$ cat config.mk
export PLATFORM = sky130hd
export DESIGN_NAME = conv1_mac_flat
export DESIGN_NICKNAME = d
export VERILOG_FILES = /design/src/rtl/conv1_pkg.sv /design/src/rtl/conv1_mac_if.sv /design/src/rtl/conv1_mac_mult.sv /design/src/rtl/conv1_mac.sv /design/src/flat_wrapper.sv
export SDC_FILE = /design/constraint.sdc
export NUM_CORES = 2
export LEC_CHECK = 0
export CORE_MARGIN = 8
export CORE_UTILIZATION = 50
export DETAILED_ROUTE_END_ITERATION = 7
export PLACE_DENSITY = 0.75
export SETUP_SLACK_MARGIN = 0.5
export SYNTH_ARGS = -nofsm -noshare
export SYNTH_HDL_FRONTEND = slang
export SYNTH_SLANG_ARGS = --single-unit
$ cat constraint.sdc
create_clock -name clk -period 9.8 [get_ports clk]
set_clock_uncertainty 0.05 [all_clocks]
set_input_delay 0.98 -clock clk [delete_from_list [all_inputs] [get_ports clk]]
set_output_delay 0.98 -clock clk [all_outputs]
set_load 0.02 [all_outputs]
$ cat src/rtl/conv1_pkg.sv
// Shared constants, state encoding and window/filter matrix type for the
// 3x3 convolution MAC.
package conv1_pkg;

    localparam int DATA_W  = 8;
    localparam int PROD_W  = 16;
    localparam int ACC_W   = 20;
    localparam int OUT_DIM = 6;
    localparam int WIN_DIM = 3;

    localparam int ROW_W   = PROD_W + 2;
    localparam int NUM_WIN = OUT_DIM * OUT_DIM;
    localparam int CNT_W   = 6;
    localparam int COORD_W = 3;
    localparam int SAT_MAX = 255;

    typedef enum logic [1:0] {
        IDLE  = 2'd0,
        RUN   = 2'd1,
        DRAIN = 2'd2
    } conv1_state_e;

    typedef logic [WIN_DIM-1:0][WIN_DIM-1:0][DATA_W-1:0] mat_t;

endpackage

$ cat src/rtl/conv1_mac_if.sv
// Start/filter, window stream and result stream of the convolution MAC.
// The master side drives start and windows; the slave side is the MAC.
interface conv1_mac_if;

    logic                              start;
    conv1_pkg::mat_t                   filt_in;
    logic                              win_valid;
    conv1_pkg::mat_t                   win_matrix;
    logic                              win_ready;
    logic                              out_valid;
    logic [conv1_pkg::ACC_W-1:0]       out_data;
    logic [conv1_pkg::COORD_W-1:0]     out_row;
    logic [conv1_pkg::COORD_W-1:0]     out_col;
    logic                              frame_done;

    modport master (
        output start, filt_in, win_valid, win_matrix,
        input  win_ready, out_valid, out_data, out_row, out_col, frame_done
    );

    modport slave (
        input  start, filt_in, win_valid, win_matrix,
        output win_ready, out_valid, out_data, out_row, out_col, frame_done
    );

endinterface

$ cat src/rtl/conv1_mac_mult.sv
// Unsigned 8x8 -> 16 bit multiplier used for each filter tap.
module conv1_mac_mult
    import conv1_pkg::*;
(
    input  logic [DATA_W-1:0] a,
    input  logic [DATA_W-1:0] b,
    output logic [PROD_W-1:0] p
);

    assign p = PROD_W'(a) * PROD_W'(b);

endmodule

$ cat src/rtl/conv1_mac.sv
// 3x3 convolution MAC: filter capture, 36-window frame control and a
// 3-stage product/row-sum/total pipeline. CONV1_SAT_EN clamps results to 255.
module conv1_mac
    import conv1_pkg::*;
(
    input  logic        clk,
    input  logic        reset,
    conv1_mac_if.slave  bus
);

    conv1_state_e state_reg, state_next;
    mat_t         filt_reg;
    logic [CNT_W-1:0] in_cnt_reg;

    logic [WIN_DIM-1:0][WIN_DIM-1:0][PROD_W-1:0] prod_next, prod_reg;
    logic [WIN_DIM-1:0][ROW_W-1:0]               row_sum_next, row_sum_reg;
    logic [ACC_W-1:0]                            sum_next, sum_reg;
    logic v1_reg, v2_reg, v3_reg;

    logic [COORD_W-1:0] row_reg, col_reg;
    logic               frame_done_reg;

    logic accept, last_accept, last_result, col_wrap;

    assign accept      = bus.win_valid && (state_reg == RUN);
    assign last_accept = accept && (in_cnt_reg == CNT_W'(NUM_WIN - 1));
    assign col_wrap    = (col_reg == COORD_W'(OUT_DIM - 1));
    assign last_result = v3_reg && col_wrap && (row_reg == COORD_W'(OUT_DIM - 1));

    always_comb begin
        state_next = state_reg;
        case (state_reg)
            IDLE:    if (bus.start)   state_next = RUN;
            RUN:     if (last_accept) state_next = DRAIN;
            DRAIN:   if (last_result) state_next = IDLE;
            default: state_next = IDLE;
        endcase
    end

    always_ff @(posedge clk or posedge reset) begin
        if (reset) begin
            state_reg  <= IDLE;
            filt_reg   <= '0;
            in_cnt_reg <= '0;
        end else begin
            state_reg <= state_next;
            // The filter is only captured on a start that actually arms a frame.
            if (state_reg == IDLE && bus.start)
                filt_reg <= bus.filt_in;
            if (accept)
                in_cnt_reg <= last_accept ? '0 : in_cnt_reg + 1'b1;
        end
    end

    for (genvar gi = 0; gi < WIN_DIM; gi++) begin : g_row
        for (genvar gj = 0; gj < WIN_DIM; gj++) begin : g_col
            conv1_mac_mult u_mult (
                .a (filt_reg[gi][gj]),
                .b (bus.win_matrix[gi][gj]),
                .p (prod_next[gi][gj])
            );
        end
    end

    always_comb begin
        row_sum_next = '0;
        for (int i = 0; i < WIN_DIM; i++)
            for (int j = 0; j < WIN_DIM; j++)
                row_sum_next[i] = row_sum_next[i] + ROW_W'(prod_reg[i][j]);
    end

    always_comb begin
        sum_next = '0;
        for (int i = 0; i < WIN_DIM; i++)
            sum_next = sum_next + ACC_W'(row_sum_reg[i]);
    end

    // Data registers load every cycle; the valid bits alone qualify them.
    always_ff @(posedge clk or posedge reset) begin
        if (reset) begin
            prod_reg    <= '0;
            row_sum_reg <= '0;
            sum_reg     <= '0;
            v1_reg      <= 1'b0;
            v2_reg      <= 1'b0;
            v3_reg      <= 1'b0;
        end else begin
            prod_reg    <= prod_next;
            row_sum_reg <= row_sum_next;
            sum_reg     <= sum_next;
            v1_reg      <= accept;
            v2_reg      <= v1_reg;
            v3_reg      <= v2_reg;
        end
    end

    always_ff @(posedge clk or posedge reset) begin
        if (reset) begin
            row_reg        <= '0;
            col_reg        <= '0;
            frame_done_reg <= 1'b0;
        end else begin
            frame_done_reg <= last_result;
            if (v3_reg) begin
                col_reg <= col_wrap ? '0 : col_reg + 1'b1;
                if (col_wrap)
                    row_reg <= (row_reg == COORD_W'(OUT_DIM - 1)) ? '0 : row_reg + 1'b1;
            end
        end
    end

    assign bus.win_ready  = (state_reg == RUN);
    assign bus.out_valid  = v3_reg;
    assign bus.out_row    = row_reg;
    assign bus.out_col    = col_reg;
    assign bus.frame_done = frame_done_reg;

`ifdef CONV1_SAT_EN
    assign bus.out_data = (sum_reg > ACC_W'(SAT_MAX)) ? ACC_W'(SAT_MAX) : sum_reg;
`else
    assign bus.out_data = sum_reg;
`endif

endmodule

$ cat src/flat_wrapper.sv
// flat-port wrapper written by rule: the top's interface ports become plain ports
module conv1_mac_flat import conv1_pkg::*;
  (clk, reset, bus_start, bus_filt_in, bus_win_valid, bus_win_matrix, bus_win_ready, bus_out_valid, bus_out_data, bus_out_row, bus_out_col, bus_frame_done);
  conv1_mac_if bus_i ();
  input  logic clk;
  input  logic reset;
  input wire logic [$bits(bus_i.start)-1:0] bus_start;
  input wire logic [$bits(bus_i.filt_in)-1:0] bus_filt_in;
  input wire logic [$bits(bus_i.win_valid)-1:0] bus_win_valid;
  input wire logic [$bits(bus_i.win_matrix)-1:0] bus_win_matrix;
  output wire logic [$bits(bus_i.win_ready)-1:0] bus_win_ready;
  output wire logic [$bits(bus_i.out_valid)-1:0] bus_out_valid;
  output wire logic [$bits(bus_i.out_data)-1:0] bus_out_data;
  output wire logic [$bits(bus_i.out_row)-1:0] bus_out_row;
  output wire logic [$bits(bus_i.out_col)-1:0] bus_out_col;
  output wire logic [$bits(bus_i.frame_done)-1:0] bus_frame_done;
  assign bus_i.start = bus_start;
  assign bus_i.filt_in = bus_filt_in;
  assign bus_i.win_valid = bus_win_valid;
  assign bus_i.win_matrix = bus_win_matrix;
  assign bus_win_ready = bus_i.win_ready;
  assign bus_out_valid = bus_i.out_valid;
  assign bus_out_data = bus_i.out_data;
  assign bus_out_row = bus_i.out_row;
  assign bus_out_col = bus_i.out_col;
  assign bus_frame_done = bus_i.frame_done;
  conv1_mac u_core (.clk(clk), .reset(reset), .bus(bus_i));
endmodule
==> impl_metrics.toml <==
[outcome]
outcome = "completed"

[sta]
final_max_slew_viol_count = 0
tns_ns = 0
period_minus_slack_ns = 4.98
timing.max_slew.rel_slack_pct = 40.4
setup_violations = 0
timing.final.crit_share_pct = 50.8
fin_worst_hold_slack_ns = 0.295
fmaxAchievable_mhz = 201
rsz0062_at_grt = "false"
tightest_pin_transition_ns = 0.894
finalHoldViolCount = 0

[grt]
grt_pass1_vias = 24200
gr-total-overflow = 0
total_global_route_track_usage_pct = 19.5
grt_pass1_wl_um = 120000
grt_antenna_before_repair = 4
maximum_number_of_pins_on_one_net_before_global_route_repair = 144

[critical_path]
critical_path.most_common_cell = "fa_1"
critical_path.max_fanout = 8
critPathArrivalTime_ns = 5.36
cells_along_the_critical_path = "clkdlybuf4s50_1, and2_1, fa_1, fa_1, fa_1, inv_1, fa_1, inv_1, ha_1, or3_1, o21ai_0, a21oi_1, a211oi_1, a21oi_1, xnor2_1"
setup.worst_path.end_class = "flip-flop"
cp_slowest_stage_delay_ns = 0.52
timing.setup.critical_path_class = "in -> reg"
cp_data_required_time_ns = 10.18
cpMaxStageDelayCell = "clkdlybuf4s50_1"
worstSetupStartpointType = "primary input"

[drt]
post-route-drc-count = 0
ant_nets = 0
drt_pass1_iterations = 5
wl_per_cell_um = 16.1
drt-total-wl_um = 70400
drtIter0Drc = 1265
detailed_route_vias_per_instance = 5.23
detailroute.via_count = 22800

[synthesis]
top_reg_cell_synth = "dfrtp_1"
synth-seq-cells = 308
cell_taking_the_most_area_after_synthesis = "dfrtp_1"
yosys_warnings = 0
netlist_instances = 3269
synthArstFlopShare_pct = 100
synthesis.nets = 4206
synth_area_um2 = 32700
synth_top_cell_area_share_pct = 23.6
synth_cell_type_count = 64
edff_count_synth = 0
average_instance_area_after_synthesis_um2 = 9.99
synth_sequential_area_ratio_pct = 23.6
yosys-top-cells-area = "dfrtp_1 24%, fa_1 20%, ha_1 18%"

[cts]
clk_pin_slew_worst_paths_ns = 0.05
cts-hold-fix-buffers = 0
post_cts.resized_instances = 0
root_buffer = "clkbuf_16"
clk_path_buf_depth = 3
numCtsBuffers = 40
postCtsSetupRepairBufs = 0
insertion_delay_ns = 0.57
clock_sinks = 308
clock_tree.htree_level_count = 2
tritoncts = "done"

[layout]
layout-drive-gt1-share_pct = 5.07
filler_cell_count = 5539
register_area_um2 = 7710
post_layout_nonfiller_instances = 4366
area.growth.synth_to_final_pct = 13.1
largest_register_ff_count = 144
post-route-util_pct = 57.2
fin_nets = 4418
multiInputGateArea_um2 = 23200
diode_insertion_count_for_antenna_repair = 0

[floorplan]
floorplan.rows = 93
initial_core_util_pct = 50.6
fp.dieArea_um2 = 73800
floorplan.io_pins = 177
floorplan.die.width_um = 272
core-area_um2 = 64600
die_height_um = 272

[place]
numPortBuffers = 176
dpl_cells = 4294
hpwl_um = 56600
finalWeightedCongestion = 0.890

[min_path]
worstHoldPathType = "reg -> reg"

[flow_run]
drv_cap = 0
-- worst max-delay path, delay by kind of cell --
family | cells | cell delay (ns)
buffers and inverters | 3 | 0.61
adder cells (fa/ha/maj) | 5 | 2.33
AND/OR/NAND/NOR | 2 | 0.59
AO/OA/AOI/OAI | 4 | 0.69
XOR/XNOR | 1 | 0.15
-- worst paths after layout --
check | slack (ns) | cells after the start | endpoint | startpoint
setup reg to reg | 5.32 | 14 | u_core.prod_reg[79] | u_core.filt_reg[38]
min in group asynchronous | 0.87 | 2 | u_core.bus.out_row[0] | reset
hold / removal | 0.30 | 0 | u_core.bus.out_valid | u_core.v2_reg
hold reg to reg | 0.30 | 0 | u_core.bus.out_valid | u_core.v2_reg
max in group asynchronous | 6.70 | 4 | u_core.filt_reg[15] | reset
setup / recovery | 4.82 | 15 | u_core.prod_reg[79] | bus_win_matrix[34]
-- layout by cell type, fill, tap and decap left out, types with 6 or more instances in the layout --
| master | n |
|---|---|
| a31oi_1 | 11 |
| nand3_1 | 40 |
| o211ai_1 | 8 |
| fa_1 | 332 |
| or2_2 | 11 |
| xor2_1 | 44 |
| nor2b_1 | 33 |
| nor2_1 | 121 |
| and3_1 | 18 |
| o21bai_1 | 16 |
| or3_1 | 16 |
| clkbuf_16 | 42 |
| nand4_1 | 14 |
| o21ai_0 | 65 |
| nand2b_1 | 29 |
| a21oi_1 | 155 |
| ha_1 | 457 |
| clkdlybuf4s50_1 | 176 |
| xnor2_1 | 177 |
| a21o_1 | 46 |
| o31ai_1 | 10 |
| inv_1 | 449 |
| a211oi_1 | 17 |
| nand2_1 | 184 |
| o21a_1 | 33 |
| clkinv_2 | 6 |
| dfrtp_1 | 308 |
| nor3_1 | 39 |
| and2_1 | 471 |
| o41ai_1 | 10 |
| mux2_2 | 72 |
-- through the flow --
step,worst slack (ns),instance area [µm²]
floorplan,4.67,32700
global placement,4.36,35500
detailed placement,4.24,35500
CTS,4.85,36900
global route,4.58,36900
finish,4.82,36900
-- synth_stat cells, types with 18 or more instances --
master,instances
ha_1,457
o21ai_0,65
nand2b_1,29
xor2_1,44
nor2_1,121
nor3_1,39
a21o_1,46
o21a_1,33
inv_1,450
mux2_2,72
and2_1,471
dfrtp_1,308
nor2b_1,33
a21oi_1,155
xnor2_1,177
fa_1,332
nand2_1,184
and3_1,18
nand3_1,40
-- routing by layer --
metal	part of all wire [%]	wire length [µm]	up-vias	track usage, %
met5	0.018	13	-	0
met4	3.0	2090	2	6.08
met3	5.0	3500	112	3.39
met2	45	31900	455	31.4
met1	47	32900	11100	26.8
li1	-	-	11100	-
-- area by class of cell --
cell class / count / area share, %
clock buffers: 50 / 3.06
clock inverters: 22 / 0.773
inverters: 450 / 4.58
multi-input cells: 2500 / 62.9
flip-flops and latches: 308 / 20.9
well taps: 855 / 2.90
repair buffers: 181 / 4.91
-- kinds of logic (layout without fill, tap and decap cells) --
logic type	count (synthesis)	count (layout)	share of synthesized area, %
and+or+nand+nor	996	996	16.5
AOI/OAI and AO/OA	421	421	8.29
muxes	73	73	2.51
DFF	308	308	23.6
xor gates and xnor gates	221	221	5.93
buffers and inverters	461	703	5.30
adders and majority gates	789	789	37.9
Power is not shown: default switching activity piles up to over one toggle a cycle in this logic, so the estimate is an artifact.
